===== config.mk =====
export PLATFORM = sky130hd
export DESIGN_NAME = mul_seq_ctrl
export DESIGN_NICKNAME = d
export VERILOG_FILES = /design/src/rtl/mul_pkg.sv /design/src/rtl/mul_pp_step.sv /design/src/rtl/mul_seq_ctrl.sv
export SDC_FILE = /design/constraint.sdc
export NUM_CORES = 1
export LEC_CHECK = 0
export ABC_AREA = 1
export CAP_MARGIN = 10
export CORE_AREA = 5 5 140 142
export CTS_BUF_LIST = sky130_fd_sc_hd__clkbuf_8
export CTS_CLUSTER_DIAMETER = 200
export DETAILED_ROUTE_END_ITERATION = 12
export DIE_AREA = 0 0 145 147
export PLACE_DENSITY = 0.71
export SKIP_CTS_REPAIR_TIMING = 1
export SLEW_MARGIN = 20
export SYNTH_ARGS = -nofsm -noshare
export SYNTH_HDL_FRONTEND = slang
export SYNTH_SLANG_ARGS = --single-unit

===== constraint.sdc =====
create_clock -name clk -period 2.45 [get_ports clk]
set_input_delay 0.245 -clock clk [delete_from_list [all_inputs] [get_ports clk]]
set_output_delay 0.245 -clock clk [all_outputs]
set_load 0.05 [all_outputs]

===== src/rtl/mul_pkg.sv =====
`timescale 1ns/1ps
`default_nettype none
// ============================================================================
//  Module      : mul_pkg (package)
//  Description : Shared types and constants for the multi-cycle mul
//                sequencer: FSM state encoding and the instruction fields
//                that identify the mul instruction in decode.
//  Revision    : 1.0 - initial release
// ============================================================================
package mul_pkg;

    typedef enum logic [1:0] {
        IDLE = 2'b00,
        BUSY = 2'b01,
        DONE = 2'b10
    } mul_state_t;

    localparam logic [5:0] MUL_OPCODE = 6'h1c;
    localparam logic [5:0] MUL_FUNCT  = 6'h02;

endpackage : mul_pkg
`default_nettype wire


===== src/rtl/mul_pp_step.sv =====
`timescale 1ns/1ps
`default_nettype none
// ============================================================================
//  Module      : mul_pp_step
//  Description : Combinational single step of the shift-add multiplier.
//                Adds the partial product a_r * b_r[BITS_PER_CYCLE-1:0] to
//                the accumulator (truncated to WIDTH) and shifts the operands
//                ready for the next step.
//  Ports       : acc, a_r, b_r           - current accumulator / operands
//                acc_next, a_next, b_next - values after one step
//  Revision    : 1.0 - initial release
// ============================================================================
module mul_pp_step
    import mul_pkg::*;
#(
    parameter int WIDTH          = 32,
    parameter int BITS_PER_CYCLE = 1
) (
    input  logic [WIDTH-1:0] acc,
    input  logic [WIDTH-1:0] a_r,
    input  logic [WIDTH-1:0] b_r,
    output logic [WIDTH-1:0] acc_next,
    output logic [WIDTH-1:0] a_next,
    output logic [WIDTH-1:0] b_next
);

    logic [WIDTH-1:0] pp;

    // Partial product built from shifted copies of the multiplicand, one per
    // multiplier bit retired this step; bits shifted past WIDTH are dropped
    // since only the low product is kept.
    always_comb begin
        pp = '0;
        for (int i = 0; i < BITS_PER_CYCLE; i++) begin
            if (b_r[i]) begin
                pp = pp + (a_r << i);
            end
        end
    end

    assign acc_next = acc + pp;
    assign a_next   = a_r << BITS_PER_CYCLE;
    assign b_next   = b_r >> BITS_PER_CYCLE;

endmodule : mul_pp_step
`default_nettype wire


===== src/rtl/mul_seq_ctrl.sv =====
`timescale 1ns/1ps
`default_nettype none
// ============================================================================
//  Module      : mul_seq_ctrl
//  Description : EX-stage sequencer for the multi-cycle mul instruction.
//                Runs an iterative unsigned shift-add multiplier and stalls
//                the pipeline until the low WIDTH bits of the product are
//                ready. Optional early termination is enabled by defining
//                the macro MUL_EARLY_TERM_EN.
//  Ports       : clk          - system clock
//                reset        - synchronous, active-low reset
//                start        - mul instruction present in EX
//                op_a, op_b   - multiplicand / multiplier (after forwarding)
//                flush        - abort current operation
//                stall        - freeze PC, IF/ID and ID/EX
//                busy         - sequencer not idle
//                result       - low WIDTH bits of op_a*op_b, held
//                result_valid - one-cycle completion pulse
//  Revision    : 1.0 - initial release
// ============================================================================
module mul_seq_ctrl
    import mul_pkg::*;
#(
    parameter int WIDTH          = 32,
    parameter int BITS_PER_CYCLE = 1
) (
    input  logic             clk,
    input  logic             reset,
    input  logic             start,
    input  logic [WIDTH-1:0] op_a,
    input  logic [WIDTH-1:0] op_b,
    input  logic             flush,
    output logic             stall,
    output logic             busy,
    output logic [WIDTH-1:0] result,
    output logic             result_valid
);

    localparam int N     = WIDTH / BITS_PER_CYCLE;
    localparam int CNT_W = $clog2(N) + 1;
    localparam logic [CNT_W-1:0] CNT_LAST = CNT_W'(N - 1);

    mul_state_t       state, state_next;
    logic [WIDTH-1:0] acc, a_r, b_r;
    logic [WIDTH-1:0] acc_nx, a_nx, b_nx;
    logic [CNT_W-1:0] cnt;
    logic [WIDTH-1:0] result_r;
    logic             valid_r;
    logic             last_step;

    mul_pp_step #(
        .WIDTH          (WIDTH),
        .BITS_PER_CYCLE (BITS_PER_CYCLE)
    ) u_step (
        .acc      (acc),
        .a_r      (a_r),
        .b_r      (b_r),
        .acc_next (acc_nx),
        .a_next   (a_nx),
        .b_next   (b_nx)
    );

`ifdef MUL_EARLY_TERM_EN
    // Once the remaining multiplier bits are all zero no further partial
    // products can contribute, so this step is the last one.
    assign last_step = (cnt == CNT_LAST) || (b_nx == '0);
`else
    assign last_step = (cnt == CNT_LAST);
`endif

    // State register
    always_ff @(posedge clk) begin
        if (!reset) begin
            state <= IDLE;
        end else begin
            state <= state_next;
        end
    end

    // Next state and stall
    always_comb begin
        state_next = state;
        stall      = 1'b0;
        case (state)
            IDLE: begin
                stall = start & ~flush;
                if (start && !flush) begin
                    state_next = BUSY;
                end
            end
            BUSY: begin
                stall = ~flush;
                if (flush) begin
                    state_next = IDLE;
                end else if (last_step) begin
                    state_next = DONE;
                end
            end
            DONE: begin
                // Stall drops here so the pipeline advances on this edge.
                state_next = IDLE;
            end
            default: begin
                state_next = IDLE;
            end
        endcase
    end

    // Datapath, counter and output registers
    always_ff @(posedge clk) begin
        if (!reset) begin
            acc      <= '0;
            a_r      <= '0;
            b_r      <= '0;
            cnt      <= '0;
            result_r <= '0;
            valid_r  <= 1'b0;
        end else begin
            valid_r <= 1'b0;
            case (state)
                IDLE: begin
                    if (start && !flush) begin
                        acc <= '0;
                        a_r <= op_a;
                        b_r <= op_b;
                        cnt <= '0;
                    end
                end
                BUSY: begin
                    if (!flush) begin
                        acc <= acc_nx;
                        a_r <= a_nx;
                        b_r <= b_nx;
                        cnt <= cnt + CNT_W'(1);
                        // Capture the final product on entry to DONE so it is
                        // visible during the completion cycle.
                        if (last_step) begin
                            result_r <= acc_nx;
                            valid_r  <= 1'b1;
                        end
                    end
                end
                default: begin
                end
            endcase
        end
    end

    assign busy         = (state != IDLE);
    assign result       = result_r;
    // A flush arriving in the completion cycle still suppresses the pulse.
    assign result_valid = valid_r & ~flush;

endmodule : mul_seq_ctrl
`default_nettype wire

## Word-level counts from Yosys, hierarchy flattened

Index checks and enable logic that the tools add are counted.

- Reduce and logical (&&, ||, !) cells: 9
- Muxes and demuxes: 19
- Bitwise gates (word level): 5
- Equality and inequality tests: 5
- Add/subtract/negate cells: 2

Operator list:

| kind | count |
|---|---|
| $mux W32 | 7 |
| $pmux W32 S2 | 3 |
| $add A32 B32 Y32 | 1 |
| $mux W6 | 2 |
| $pmux W6 S2 | 1 |
| $add A6 B1 Y6 const B | 1 |
| $eq A6 B5 Y1 const B | 1 |
| $mux W2 | 3 |
| $reduce_and A3 Y1 | 2 |
| $ne A2 B2 Y1 const B | 2 |
| $pmux W2 S2 | 1 |
| $reduce_bool A2 Y1 | 2 |
| $ne A3 B3 Y1 const B | 1 |
| $not A1 Y1 | 3 |
| $reduce_or A3 Y1 | 1 |
| $and A1 B1 Y1 | 2 |
| $eq A2 B1 Y1 const B | 1 |
| $logic_not A2 Y1 | 1 |
| $pmux W1 S2 | 1 |
| $reduce_and A2 Y1 | 1 |
| $logic_and A1 B1 Y1 | 1 |
| $logic_not A1 Y1 | 1 |
| $mux W1 | 1 |

- Logic and storage cells: 47
- Input bits: 68
- Register bits after elaboration: 137
- Output and inout bits: 35

## Longest topological paths before layout

- Depth in word-level cells: 4
- Mapped depth: 18
- Gate-level depth less buffers: 16

## Hierarchy

From an unflattened synthesis, not the netlist that was laid out.

- Cell total of the unflattened synthesis: 1464
- Area total of the unflattened synthesis: 8772.2 µm²

By module, submodules not included:

| module | sequential area each (µm²) | area an instance (µm²) | instances | cells each |
|---|---|---|---|---|
| mul_seq_ctrl | 2742.6 | 5714.2 | 1 | 839 |
| mul_pp_step | 0.0 | 3057.9 | 1 | 625 |

## Least setup slack after synthesis

OpenSTA, ideal clock, no wires.

- Kind: reg-to-reg
- From: register b_r[0]
- To: register result_r[16], in the netlist result[16]
- Cell stages (with the launch flop): 16
- Arrival time: 2.143 ns
- Path buffers: 2
- Required time: 2.335 ns
- Clock period less this slack: 2.259 ns
- Path slack: 0.191 ns
- Setup time: 0.115 ns
- Cell sequence: dfxtp_1 > clkbuf_1 > clkbuf_1 > nand2_1 > inv_1 > ha_1 > fa_1 > nand3_1 > nand3_1 > nand2_1 > nand2_1 > nand3_1 > nand2_1 > xor2_1 > o21ai_0 > inv_1

- Word-level cells in the longest chain between the ends: 2

RTL lines:

| element | RTL line | text |
|---|---|---|
| start: declaration | mul_seq_ctrl.sv:44 | `logic [WIDTH-1:0] acc, a_r, b_r;` |
| start signal: assignment | mul_seq_ctrl.sv:125 | `b_r <= op_b;` |
| start signal: assignment | mul_seq_ctrl.sv:133 | `b_r <= b_nx;` |
| $mux W32 | mul_pp_step.sv:35 | `if (b_r[i]) begin` |
| $add A32 B32 Y32 | mul_pp_step.sv:41 | `assign acc_next = acc + pp;` |
| end signal: assignment | mul_seq_ctrl.sv:138 | `result_r <= acc_nx;` |
| end: declaration | mul_seq_ctrl.sv:47 | `logic [WIDTH-1:0] result_r;` |

Every way passes these cells.
A chain may end at the register's enable or synchronous reset.

## Worst setup path after layout

- From: register b_r[0]
- To: register result_r[19], in the netlist result[19]

The elaborated chain is that of the path after synthesis.

==> flow_summary.toml <==
[placed_design]
port_buffers = 102
place_congestion = 0.9257
dp_hpwl_mm = 15.60
place_area_um2 = 9294
dpl_worst_slack_ps = 186.1

[die]
core-area_um2 = 18330
die_w_um = 145
io_pins = 103
dieArea_um2 = 21320
fp.dieH_um = 147
rows = 50
start_util = 0.4365

[clock_tree]
clockBufferDepth = 2
clkSinkCount = 137
cts_buffers = 17
cts_htree_levels = 4
insertion_delay_ps = 470
root_buffer = "clkbuf_8"
clk_pin_slew_ps = 90
cts_tree = "done"

[setup_path]
crit_required_ps = 2860
start_kind = "flop"
path_class = "reg -> reg"
end_kind = "flop"
arrival_ps = 2660
crit_chain = "buf_12 > nand2_1 > inv_1 > ha_1 > nand2_1 > inv_1 > nand2_1 > nand2_1 > nand3b_1 > nand2_1 > nand2_1 > nand2_1 > nand2_1 > a21o_1 > inv_1"
cp_max_fo = 33
crit_top_cell = "nand2_1"
crit_slowest_cell = "dfxtp_1"
max_stage_delay_ps = 360

[synth]
avgSynthCellArea_um2 = 6.193
postSynth.asyncResetShare = 0
synth-seq-cells = 137
syn_nets = 1393
netlist_area_um2 = 8001
syn_inst = 1292
synth_seq_area_share = 0.3428
synth_edf_count = 0
synth_flop_cell = "dfxtp_1"
yosysUniqueCellTypes = 32
synth_warnings = 0

[power]
p_per_area_nw_per_um2 = 498.8
leakagePower_nw = 4.853
p_total_w = 0.004848
irDropWorstVdd_uv = 355.8

[final_layout]
final_cell_mix = "nand2_1, inv_1, dfxtp_1"
fin_area_um2 = 9719
nNetsFinal = 1473
mostFrequentLayoutCell = "nand2_1"
drive_gt1_frac = 0.04765
diodes = 0
syn_to_final_growth_pct = 21.47

[global_routing]
grt_max_degree = 56
antenna_found_initial = 0
grt_pass1_vias = 7459
grt_usage = 0.1964
grt_overflow = 0
grt_first_pass_wirelength_mm = 35.49

[detailed_routing]
wl_per_cell_um = 13.03
viasPerCell = 4.939
vias = 7997
finalWirelength_mm = 21.09
ant_nets = 0
drc = 0
drt_first_iter_violations = 666
dr.pass1.iters = 7

[outcome]
status = "finished, final reports clean"

[timing]
setup_viol = 0
worst_slew_pin_slew_ps = 553.3
finalHoldViolCount = 0
min_period_over_period = 0.9153
fin_setup_tns_ps = 0
slew_headroom = 0.6300
rsz0062_at_grt = "false"
slew_viol_final = 0
timing.fmax_mhz = 445.9
layout_min_cycle_time_ps = 2243
worst_slack_ps = 207.5
finClkSkew_ps = 11.88

[flow_run]
drv_cap = 0

[min_path]
hold_class = "in -> reg"
[power breakdown]
part	switching, W	internal, W	total [W]
clock	0.000946	0.00101	0.00195
sequential	0.0000586	0.00232	0.00237
combinational	0.000288	0.000234	0.000522
[Yosys cell counts (all sizes together), types with 5 or more instances]
| cell | count | area share |
|---|---|---|
| dfxtp | 137 | 0.34 |
| buf | 30 | 0.019 |
| o21ai | 58 | 0.036 |
| nand3b | 6 | 0.0056 |
| nor2 | 124 | 0.060 |
| nor3 | 9 | 0.0081 |
| a31oi | 47 | 0.037 |
| clkbuf | 27 | 0.013 |
| a21oi | 59 | 0.037 |
| inv | 187 | 0.088 |
| a311oi | 15 | 0.016 |
| nand3 | 42 | 0.026 |
| a21o | 5 | 0.0047 |
| nand2 | 489 | 0.23 |
| xor2 | 14 | 0.015 |
| ha | 32 | 0.050 |
[metrics by stage]
step           cells  utilization  hold slack, ps
3_3_place_gp    1587       0.5070           451.2
5_1_grt         1619       0.5302           326.1
4_1_cts         1619       0.5293           321.4
3_5_place_dp    1587       0.5070           462.5
2_1_floorplan   1292            -           394.0
6_report        1619       0.5302           336.8
[registers in the layout (all words and copies together) (netlist names)]
| register | cells |
|---|---|
| valid_r | 1 |
| a_r | 32 |
| state | 2 |
| b_r | 32 |
| acc | 32 |
| result | 32 |
| cnt | 6 |
[cell type report]
class / count / area (um2)
flip-flops and latches: 137 / 2743
well taps: 234 / 292.8
clock inverters: 15 / 173.9
repair buffers: 118 / 1239
clock buffers: 17 / 234.0
inverters: 187 / 701.9
multi-input cells: 911 / 4335
fillers: 1848 / 8611
[cell families (layout without fill, tap and decap cells)]
logic type / Yosys count / in the layout / share of synthesized area
AND/OR/NAND/NOR: 675 / 675 / 0.3339
buffers and inverters: 244 / 337 / 0.1192
AO/OA/AOI/OAI: 187 / 187 / 0.1342
flip-flops: 137 / 137 / 0.3428
adder cells (fa/ha/maj): 33 / 33 / 0.05254
XOR/XNOR: 16 / 16 / 0.01751
[layer usage]
layer | track usage | vias to the layer above | share of wire
met5 | 0 | - | 0
met4 | 0.05650 | 0 | 0.018
met3 | 0.05398 | 36 | 0.061
met2 | 0.3127 | 202 | 0.45
met1 | 0.2617 | 3561 | 0.47
li1 | - | 4198 | -
[worst max-delay path: cells and delay by family (launching register included)]
| family | cells | cell delay [ps] |
|---|---|---|
| AO/OA/AOI/OAI | 1 | 160 |
| flip-flops | 1 | 360 |
| buffers and inverters | 4 | 350 |
| AND/OR/NAND/NOR | 9 | 1040 |
| adder cells (fa/ha/maj) | 1 | 280 |
[worst paths after layout]
kind,start,end,slack [ps],depth (start not counted)
max reg2reg,b_r[0]$_SDFFE_PN0P_,result[19]$_SDFFE_PN0P_,210,15
min reg2reg,acc[22]$_SDFFE_PN0P_,acc[22]$_SDFFE_PN0P_,480,2
max,b_r[0]$_SDFFE_PN0P_,result[19]$_SDFFE_PN0P_,210,15
min,op_b[8],b_r[8]$_SDFFE_PN0P_,340,3
Power figures use the tool's default switching activity.
